File: src/rtl/uart_pkg.sv
// Shared types and constants for the UART block receiver.
// Build option: define UART_RX_PARITY_EN for 8E1 framing with a parity_err output.
package uart_pkg;

    // Bit-level receiver states
    typedef enum logic [2:0] {
        IDLE,
        START,
        DATA,
`ifdef UART_RX_PARITY_EN
        PARITY,
`endif
        STOP,
        WAIT_IDLE,
        DONE
    } rx_state_t;

    localparam logic START_BIT = 1'b0;
    localparam logic STOP_BIT  = 1'b1;

    localparam int unsigned DIV_W  = 16;
    localparam int unsigned BCNT_W = 6;

    localparam logic [BCNT_W-1:0] LEN_L1  = 6'd48;
    localparam logic [BCNT_W-1:0] LEN_L2  = 6'd32;
    localparam logic [BCNT_W-1:0] LEN_DEF = 6'd16;

    // Bytes per block for a given battery level
    function automatic logic [BCNT_W-1:0] block_len(input logic [2:0] lvl);
        case (lvl)
            3'd1:    block_len = LEN_L1;
            3'd2:    block_len = LEN_L2;
            default: block_len = LEN_DEF;
        endcase
    endfunction

endpackage

File: src/rtl/uart_rx_byte.sv
// Byte-level UART receiver: synchroniser, bit-period counter and framing FSM.
// Build option: UART_RX_PARITY_EN adds an even-parity bit before the stop bit.
module uart_rx_byte
    import uart_pkg::*;
#(
    parameter int unsigned CLK_DIV = 5000
) (
    input  logic       Clk,
    input  logic       Rst_n,
    input  logic       i_rx,
    input  logic       i_en,
    input  logic       i_hold,
    input  logic       i_last,
    output logic       o_byte_valid,
    output logic [7:0] o_byte_data,
    output logic       o_frame_err_pulse
`ifdef UART_RX_PARITY_EN
    ,
    output logic       o_parity_err_pulse
`endif
);

    localparam logic [DIV_W-1:0] DIV_LAST = DIV_W'(CLK_DIV - 1);
    localparam logic [DIV_W-1:0] DIV_HALF = DIV_W'(CLK_DIV / 2 - 1);

    rx_state_t        r_state;
    rx_state_t        w_state_nxt;
    logic [1:0]       r_sync;
    logic             r_line_q;
    logic [DIV_W-1:0] r_div_cnt;
    logic [DIV_W-1:0] w_div_nxt;
    logic [2:0]       r_bit_idx;
    logic [2:0]       w_bit_nxt;
    logic [7:0]       r_shift;
    logic [7:0]       w_shift_nxt;
    logic             r_byte_valid;
    logic             w_valid_nxt;
    logic [7:0]       r_byte_data;
    logic [7:0]       w_data_nxt;
    logic             r_ferr;
    logic             w_ferr_nxt;
    logic             w_line;
    logic             w_fall;
    logic             w_bit_end;
`ifdef UART_RX_PARITY_EN
    logic             r_par_bad;
    logic             w_par_bad_nxt;
    logic             r_perr;
    logic             w_perr_nxt;
`endif

    assign w_line    = r_sync[1];
    assign w_fall    = r_line_q & ~w_line;
    assign w_bit_end = (r_div_cnt == DIV_LAST);

    // Synchroniser, FSM state and registered outputs
    always_ff @(posedge Clk or negedge Rst_n) begin
        if (!Rst_n) begin
            r_sync       <= 2'b11;
            r_line_q     <= 1'b1;
            r_state      <= IDLE;
            r_div_cnt    <= '0;
            r_bit_idx    <= '0;
            r_shift      <= '0;
            r_byte_valid <= 1'b0;
            r_byte_data  <= '0;
            r_ferr       <= 1'b0;
`ifdef UART_RX_PARITY_EN
            r_par_bad    <= 1'b0;
            r_perr       <= 1'b0;
`endif
        end else begin
            r_sync       <= {r_sync[0], i_rx};
            r_line_q     <= w_line;
            r_state      <= w_state_nxt;
            r_div_cnt    <= w_div_nxt;
            r_bit_idx    <= w_bit_nxt;
            r_shift      <= w_shift_nxt;
            r_byte_valid <= w_valid_nxt;
            r_byte_data  <= w_data_nxt;
            r_ferr       <= w_ferr_nxt;
`ifdef UART_RX_PARITY_EN
            r_par_bad    <= w_par_bad_nxt;
            r_perr       <= w_perr_nxt;
`endif
        end
    end

    // Next-state and output decode; counter restarts on every state change
    always_comb begin
        w_state_nxt   = r_state;
        w_div_nxt     = r_div_cnt + DIV_W'(1);
        w_bit_nxt     = r_bit_idx;
        w_shift_nxt   = r_shift;
        w_valid_nxt   = 1'b0;
        w_data_nxt    = r_byte_data;
        w_ferr_nxt    = 1'b0;
`ifdef UART_RX_PARITY_EN
        w_par_bad_nxt = r_par_bad;
        w_perr_nxt    = 1'b0;
`endif
        if (!i_en) begin
            w_state_nxt = IDLE;
        end else begin
            case (r_state)
                IDLE: begin
                    w_div_nxt = '0;
                    if (w_fall && !i_hold) w_state_nxt = START;
                end
                START: begin
                    if (r_div_cnt == DIV_HALF) begin
                        if (w_line == START_BIT) begin
                            w_state_nxt = DATA;
                            w_bit_nxt   = '0;
                        end else begin
                            w_state_nxt = IDLE;
                        end
                    end
                end
                DATA: begin
                    if (w_bit_end) begin
                        w_div_nxt   = '0;
                        w_shift_nxt = {w_line, r_shift[7:1]};
                        if (r_bit_idx == 3'd7) begin
`ifdef UART_RX_PARITY_EN
                            w_state_nxt = PARITY;
`else
                            w_state_nxt = STOP;
`endif
                        end else begin
                            w_bit_nxt = r_bit_idx + 3'd1;
                        end
                    end
                end
`ifdef UART_RX_PARITY_EN
                PARITY: begin
                    if (w_bit_end) begin
                        w_par_bad_nxt = (^r_shift) ^ w_line;
                        w_state_nxt   = STOP;
                    end
                end
`endif
                STOP: begin
                    if (w_bit_end) begin
                        if (w_line == STOP_BIT) begin
`ifdef UART_RX_PARITY_EN
                            if (r_par_bad) begin
                                w_perr_nxt  = 1'b1;
                                w_state_nxt = IDLE;
                            end else begin
                                w_valid_nxt = 1'b1;
                                w_data_nxt  = r_shift;
                                w_state_nxt = i_last ? DONE : IDLE;
                            end
`else
                            w_valid_nxt = 1'b1;
                            w_data_nxt  = r_shift;
                            w_state_nxt = i_last ? DONE : IDLE;
`endif
                        end else begin
                            w_ferr_nxt  = 1'b1;
                            w_state_nxt = WAIT_IDLE;
                        end
                    end
                end
                WAIT_IDLE: begin
                    if (!w_line) begin
                        w_div_nxt = '0;
                    end else if (w_bit_end) begin
                        w_state_nxt = IDLE;
                    end
                end
                DONE: begin
                    w_div_nxt = '0;
                end
                default: begin
                    w_state_nxt = IDLE;
                end
            endcase
        end
        if (w_state_nxt != r_state) w_div_nxt = '0;
    end

    assign o_byte_valid      = r_byte_valid;
    assign o_byte_data       = r_byte_data;
    assign o_frame_err_pulse = r_ferr;
`ifdef UART_RX_PARITY_EN
    assign o_parity_err_pulse = r_perr;
`endif

endmodule

File: src/rtl/uart_rx_block.sv
// UART block receiver: packs received bytes into a plaintext block for the cipher core.
// Build option: UART_RX_PARITY_EN selects 8E1 framing and adds the parity_err output.
module uart_rx_block
    import uart_pkg::*;
#(
    parameter int unsigned CLK_DIV    = 5000,
    parameter int unsigned BLOCK_BITS = 384
) (
    input  logic                  Clk,
    input  logic                  Rst_n,
    input  logic                  Rs232_Rx,
    input  logic                  rx_en,
    input  logic [2:0]            Battery_level,
    output logic [BLOCK_BITS-1:0] plain_text,
    output logic                  rx_done,
    output logic                  frame_err,
    output logic [BCNT_W-1:0]     byte_cnt
`ifdef UART_RX_PARITY_EN
    ,
    output logic                  parity_err
`endif
);

    localparam int unsigned NBYTES = BLOCK_BITS / 8;

    logic                  r_en_q;
    logic [BCNT_W-1:0]     r_target;
    logic [BLOCK_BITS-1:0] r_plain;
    logic                  r_done;
    logic                  r_ferr;
    logic [BCNT_W-1:0]     r_cnt;
    logic                  w_en_rise;
    logic                  w_last;
    logic                  w_byte_valid;
    logic [7:0]            w_byte_data;
    logic                  w_frame_err_pulse;
`ifdef UART_RX_PARITY_EN
    logic                  r_perr;
    logic                  w_parity_err_pulse;
`endif

    assign w_en_rise = rx_en & ~r_en_q;
    assign w_last    = ((r_cnt + BCNT_W'(1)) == r_target);

    uart_rx_byte #(
        .CLK_DIV (CLK_DIV)
    ) u_rx_byte (
        .Clk                (Clk),
        .Rst_n              (Rst_n),
        .i_rx               (Rs232_Rx),
        .i_en               (rx_en),
        .i_hold             (r_done),
        .i_last             (w_last),
        .o_byte_valid       (w_byte_valid),
        .o_byte_data        (w_byte_data),
        .o_frame_err_pulse  (w_frame_err_pulse)
`ifdef UART_RX_PARITY_EN
        ,
        .o_parity_err_pulse (w_parity_err_pulse)
`endif
    );

    // Block packing, length latch and enable/done handling
    always_ff @(posedge Clk or negedge Rst_n) begin
        if (!Rst_n) begin
            r_en_q   <= 1'b0;
            r_target <= LEN_DEF;
            r_plain  <= '0;
            r_done   <= 1'b0;
            r_ferr   <= 1'b0;
            r_cnt    <= '0;
`ifdef UART_RX_PARITY_EN
            r_perr   <= 1'b0;
`endif
        end else begin
            r_en_q <= rx_en;
            if (w_en_rise) begin
                r_target <= block_len(Battery_level);
                r_plain  <= '0;
            end
            if (!rx_en) begin
                r_done <= 1'b0;
                r_ferr <= 1'b0;
                r_cnt  <= '0;
`ifdef UART_RX_PARITY_EN
                r_perr <= 1'b0;
`endif
            end else begin
                if (w_frame_err_pulse) r_ferr <= 1'b1;
`ifdef UART_RX_PARITY_EN
                if (w_parity_err_pulse) r_perr <= 1'b1;
`endif
                if (w_byte_valid && !r_done) begin
                    for (int k = 0; k < NBYTES; k++) begin
                        if (r_cnt == BCNT_W'(k)) r_plain[8*k +: 8] <= w_byte_data;
                    end
                    r_cnt <= r_cnt + BCNT_W'(1);
                    if (w_last) r_done <= 1'b1;
                end
            end
        end
    end

    assign plain_text = r_plain;
    assign rx_done    = r_done;
    assign frame_err  = r_ferr;
    assign byte_cnt   = r_cnt;
`ifdef UART_RX_PARITY_EN
    assign parity_err = r_perr;
`endif

endmodule

File: config.mk
export PLATFORM = sky130hd
export DESIGN_NAME = uart_rx_block
export DESIGN_NICKNAME = d
export VERILOG_FILES = /design/src/rtl/uart_pkg.sv /design/src/rtl/uart_rx_byte.sv /design/src/rtl/uart_rx_block.sv
export SDC_FILE = /design/constraint.sdc
export NUM_CORES = 1
export LEC_CHECK = 0
export CAP_MARGIN = 20
export CORE_MARGIN = 4
export CORE_UTILIZATION = 50
export CTS_CLUSTER_SIZE = 40
export DETAILED_ROUTE_END_ITERATION = 12
export GPL_ROUTABILITY_DRIVEN = 0
export HOLD_SLACK_MARGIN = 0.05
export PLACE_DENSITY = 0.77
export SLEW_MARGIN = 20
export SYNTH_ARGS = -nofsm -noshare
export SYNTH_HDL_FRONTEND = slang
export SYNTH_SLANG_ARGS = --single-unit
export TNS_END_PERCENT = 30
File: constraint.sdc
create_clock -name Clk -period 2.6 [get_ports Clk]
set_clock_uncertainty 0.2 [all_clocks]
set_input_delay 0.39 -clock Clk [delete_from_list [all_inputs] [get_ports Clk]]
set_output_delay 0.39 -clock Clk [all_outputs]
set_load 0.05 [all_outputs]
==> tab_implementation.tex <==
\begin{tabular}{lr}
\hline
Metric & Value \\
\hline
\multicolumn{2}{l}{\textbf{Pwr}} \\
\quad Power per Cell Area & 586 nW/um\^{}2 \\
\quad VDD IR-drop max & 0.436 mV \\
\quad Leak & 0.0100 uW \\
\multicolumn{2}{l}{\textbf{Worst setup path}} \\
\quad Cell at the slowest stage of the critical path & sky130\_fd\_sc\_hd\_\_clkdlybuf4s50\_1 \\
\quad Worst reg2reg path depth & 7 \\
\quad WP data required & 2.01 ns \\
\quad Critical path cell sequence & clkdlybuf4s50\_1 \\
\quad CP Data Arrival Time & 1.93 ns \\
\quad Gate family responsible for the most delay along the worst path & buffers and inverters \\
\quad Largest stage delay, worst path & roughly 0.93 ns \\
\quad Worst reg-to-reg setup slack & 0.15 ns \\
\quad Sort of element at the end of the critical path & output pin \\
\quad Reg2reg end & plain\_text[298] \\
\quad Worst Path Buf+Inv & 1 \\
\quad Worst reg2reg startpoint & byte\_cnt[1] \\
\quad Launching element of the worst setup path & byte\_cnt[5] \\
\quad Crit start category & flop \\
\quad Count of cell instances traversed by the critical path & 1 \\
\quad Type of the worst setup path & flop to output pin \\
\quad Maximum fanout along the worst path & 6 \\
\quad Destination of the critical timing path & byte\_cnt[5] \\
\multicolumn{2}{l}{\textbf{STA}} \\
\quad Final hold slack & 0.0623 ns \\
\quad Number of failing setup endpoints in the final timing report & 0 \\
\quad Pins Over Slew Limit & 0 \\
\quad Unrepaired setup endpoints after global routing & yes \\
\quad Max\_slew headroom & between 50\% and 60\% \\
\quad Number of hold-slack violations in the final timing report & 0 \\
\quad Worst-case setup margin in the final layout & 0.0750 ns \\
\quad F\_max & 396 MHz \\
\quad Clock period minus worst slack & between 2 and 3 ns \\
\quad Tightest Pin Transition & around 0.64 ns \\
\quad Period Utilization, post-route & 97.1\% \\
\multicolumn{2}{l}{\textbf{Route}} \\
\quad Wire length reported by the detailed router & between 50000 and 60000 microns \\
\quad Violation count after the first detailed-route iteration & 1228 \\
\quad Total via count after detailed routing & about 15k \\
\quad Detail Route Antenna Nets & 0 \\
\quad Drt via density & 5.67 \\
\quad Routed WL per cell & 21.5 microns \\
\quad DRC violation count after routing & 0 \\
\quad TritonRoute pass-1 iters & 5 \\
\multicolumn{2}{l}{\textbf{Clock network}} \\
\quad Worst-path clk slew & 0.06 ns \\
\quad Worst-Skew Late Latency & 0.54 ns \\
\quad Inserted Clock Buffers & 45 \\
\quad Buffer type at the clock tree root & sky130\_fd\_sc\_hd\_\_clkbuf\_16 \\
\quad Total number of clock tree sinks & roughly 440 \\
\quad H-Tree Depth & 2 \\
\quad Clock tree from TritonCTS & done \\
\quad Buffer count from post-CTS setup fixing & 0 \\
\quad Max Buffers Root-to-Sink & 3 \\
\multicolumn{2}{l}{\textbf{Global routing}} \\
\quad Vias in the first global route & 14.7k \\
\quad Number of antenna violations at the first check in global routing & 3 \\
\quad Largest net degree at the start of global routing & 95 \\
\quad Total grt overflow & 0 \\
\quad Global-route wire length before repair & about 88000 microns \\
\quad Global-route usage over all layers & between 20\% and 30\% \\
\multicolumn{2}{l}{\textbf{Placement}} \\
\quad Total placed cells including tap cells & 2503 \\
\quad Placement-stage worst setup slack & 0.210 ns \\
\quad Port Buffer Count & slightly below 400 \\
\quad Estimated wirelength of the detail-placed design & 38500 microns \\
\multicolumn{2}{l}{\textbf{Logic synthesis}} \\
\quad Most frequently used flop master after synthesis & sky130\_fd\_sc\_hd\_\_dfrtp\_1 \\
\quad Syn. warnings & 0 \\
\quad Top cells by area, synth & sky130\_fd\_sc\_hd\_\_dfrtp\_1, sky130\_fd\_sc\_hd\_\_o21ai\_0, sky130\_fd\_sc\_hd\_\_nand2\_1 \\
\quad Cells after Synth & 1708 \\
\quad Cell area after technology mapping & 17500 sq um \\
\quad Register bit total from synthesis & between 400 and 500 \\
\quad Distinct cells, synth & 63 \\
\quad Largest area contributor in the netlist & sky130\_fd\_sc\_hd\_\_dfrtp\_1 \\
\quad Sequential cell area fraction in the yosys report & 62.8\% \\
\quad Proportion of synthesized flip-flops having asynchronous set or reset & between 90\% and 100\% \\
\quad Total nets after synthesis & approximately 1.7k \\
\quad Number of enable-type register cells in the synthesized netlist & 0 \\
\quad Area fraction of the dominant cell type after synthesis & 62.2\% \\
\quad Average size of a mapped cell & approximately 10 sq um \\
\multicolumn{2}{l}{\textbf{Floorplan}} \\
\quad Site row count & 68 \\
\quad Area of the placeable core & around 34000 sq um \\
\quad Initial standard-cell utilization of the core & 50.7\% \\
\quad Chip height & $\sim$190 microns \\
\quad I/O pin count & around 400 \\
\quad Die area & 38000 sq um \\
\quad Die X-Extent & 195 microns \\
\multicolumn{2}{l}{\textbf{Worst hold path}} \\
\quad Worst min path class & input pin to flop \\
\multicolumn{2}{l}{\textbf{Finish}} \\
\quad Post-Route Utilization & 68.9\% \\
\quad Synthesis-to-layout area growth & 36.1\% \\
\quad Commonest cells after routing, fill and taps aside & sky130\_fd\_sc\_hd\_\_dfrtp\_1, sky130\_fd\_sc\_hd\_\_clkdlybuf4s50\_1, sky130\_fd\_sc\_hd\_\_nand2\_1 \\
\quad Leading cell type in the layout, fill and taps excluded & sky130\_fd\_sc\_hd\_\_dfrtp\_1 \\
\quad Fraction of final layout cells sized beyond drive strength 1 & 9.14\% \\
\quad NumNets Final & between 2k and 2.5k \\
\quad Fill cell instance count of the final layout & 2594 \\
\quad Number of non-filler instances in the completed layout & between 2k and 3k \\
\multicolumn{2}{l}{\textbf{Outcome}} \\
\quad Outcome & finished clean \\
\multicolumn{2}{l}{\textbf{Job}} \\
\quad Number of maximum-capacitance constraint violations & 0 \\
\hline
\end{tabular}
-- per-stage QoR --
step | TNS [ns] | power [uW] | instance area (sq um)
floorplan | 0 | 7130 | 17500
global placement | 0 | 7360 | 22200
detailed placement | 0 | 7370 | 22200
CTS | 0 | 14000 | 23700
global route | -0.00665 | 14300 | 23700
finish | 0 | 13900 | 23700
-- flip-flops by register name, summed over array words and instances, names as in the netlist --
| register | flops |
|---|---|
| u_rx_byte.r_state | 3 |
| rx_done | 1 |
| u_rx_byte.r_div_cnt | 16 |
| u_rx_byte.o_frame_err_pulse | 1 |
| u_rx_byte.r_shift | 8 |
| u_rx_byte.r_bit_idx | 3 |
| r_target | 2 |
| plain_text | 384 |
| u_rx_byte.o_byte_valid | 1 |
| frame_err | 1 |
| u_rx_byte.o_byte_data | 8 |
| r_en_q | 1 |
| u_rx_byte.r_line_q | 1 |
| byte_cnt | 6 |
| u_rx_byte.r_sync | 2 |
-- kinds of logic (layout without fill, tap and decap cells) --
family,Yosys count,after routing,synth area share (%)
flip-flops,438,438,62.8
buffers and inverters,148,573,3.42
AO/OA/AOI/OAI,412,412,13.6
XOR/XNOR,22,22,1.10
adder cells (fa/ha/maj),7,7,0.502
other,0,3,0
multiplexers,19,19,1.21
AND/OR/NAND/NOR,662,662,17.3
-- timing repair --
item / 4_1_cts / 5_1_grt
hold buffers: 2 / 0
gates resized for setup: 2 / 3
endpoints found under the hold margin: 234 / 0
setup endpoints to repair: 2 / 6
-- how the worst min path moves through the flow --
stage | from | to | slack, ns | depth (start not counted)
after global routing | Rs232_Rx | u_rx_byte.r_sync[0] | 0.06 | 1
after detailed placement | Rst_n | plain_text[60] | 0.14 | 1
after global placement | Rst_n | plain_text[60] | 0.15 | 1
after floorplan | Rst_n | byte_cnt[0] | -0.11 | 0
after CTS | Rs232_Rx | u_rx_byte.r_sync[0] | 0.05 | 1
final | Rs232_Rx | u_rx_byte.r_sync[0] | 0.06 | 1
-- power by group --
group	internal, uW	switching, uW	total (uW)
clock	4050	2630	6680
combinational	96.7	289	385
sequential	6840	19.9	6860
-- cells in the mapped netlist (2+ instances only) --
cell type                   number
sky130_fd_sc_hd__buf_1          18
sky130_fd_sc_hd__buf_6           2
sky130_fd_sc_hd__and3_1          6
sky130_fd_sc_hd__mux2i_1         2
sky130_fd_sc_hd__nor3b_1         6
sky130_fd_sc_hd__o21ai_0       327
sky130_fd_sc_hd__a21boi_0        3
sky130_fd_sc_hd__nor2_1         29
sky130_fd_sc_hd__buf_2          20
sky130_fd_sc_hd__a21oi_1         3
sky130_fd_sc_hd__and2_1         14
sky130_fd_sc_hd__nand2_1       344
sky130_fd_sc_hd__o21a_1          2
sky130_fd_sc_hd__and2_0          2
sky130_fd_sc_hd__dfstp_2         4
sky130_fd_sc_hd__dfrtp_1       434
sky130_fd_sc_hd__ha_1            7
sky130_fd_sc_hd__and4_1          3
sky130_fd_sc_hd__nor2b_1         5
sky130_fd_sc_hd__inv_1          17
sky130_fd_sc_hd__o211ai_1        2
sky130_fd_sc_hd__nand4_1         6
sky130_fd_sc_hd__xnor2_1        12
sky130_fd_sc_hd__o31ai_1         4
sky130_fd_sc_hd__nor2_2          8
sky130_fd_sc_hd__o2bb2ai_1      57
sky130_fd_sc_hd__clkbuf_1       90
sky130_fd_sc_hd__nor3_1          2
sky130_fd_sc_hd__mux2_2         16
sky130_fd_sc_hd__a31oi_1         3
sky130_fd_sc_hd__nor4_1          2
sky130_fd_sc_hd__nand3_1       218
sky130_fd_sc_hd__xor2_1         10
-- worst register-to-register path: stages, from the launching register on --
cell and delay [ns]:
sky130_fd_sc_hd__dfrtp_1 0.44, sky130_fd_sc_hd__inv_1 0.10, sky130_fd_sc_hd__ha_1 0.52, sky130_fd_sc_hd__and2_1 0.35, sky130_fd_sc_hd__nand2_1 0.26, sky130_fd_sc_hd__nand2_1 0.13
sky130_fd_sc_hd__nand2_1 0.15, sky130_fd_sc_hd__o2bb2ai_1 0.17
-- final cells by class --
type	instances	area [sq um]	area share, %
Clock inverter	15	183	0.769
Inverter	17	63.8	0.269
Antenna cell	3	7.51	0.0316
Multi-Input combinational cell	1122	5910	24.9
Tap cell	455	569	2.40
Sequential cell	438	11000	46.2
Clock buffer	68	1380	5.79
Timing Repair Buffer	473	4670	19.7
-- metal layers --
| metal | vias to the layer above | GRT usage (%) | wire length [microns] |
|---|---|---|---|
| li1 | 6661 | - | - |
| met1 | 7303 | 39.8 | 23100 |
| met2 | 606 | 46.8 | 26800 |
| met3 | 128 | 4.73 | 3700 |
| met4 | 0 | 10.9 | 2230 |
| met5 | - | 0 | 0 |
No activity file was read; power rests on OpenSTA's default activity.
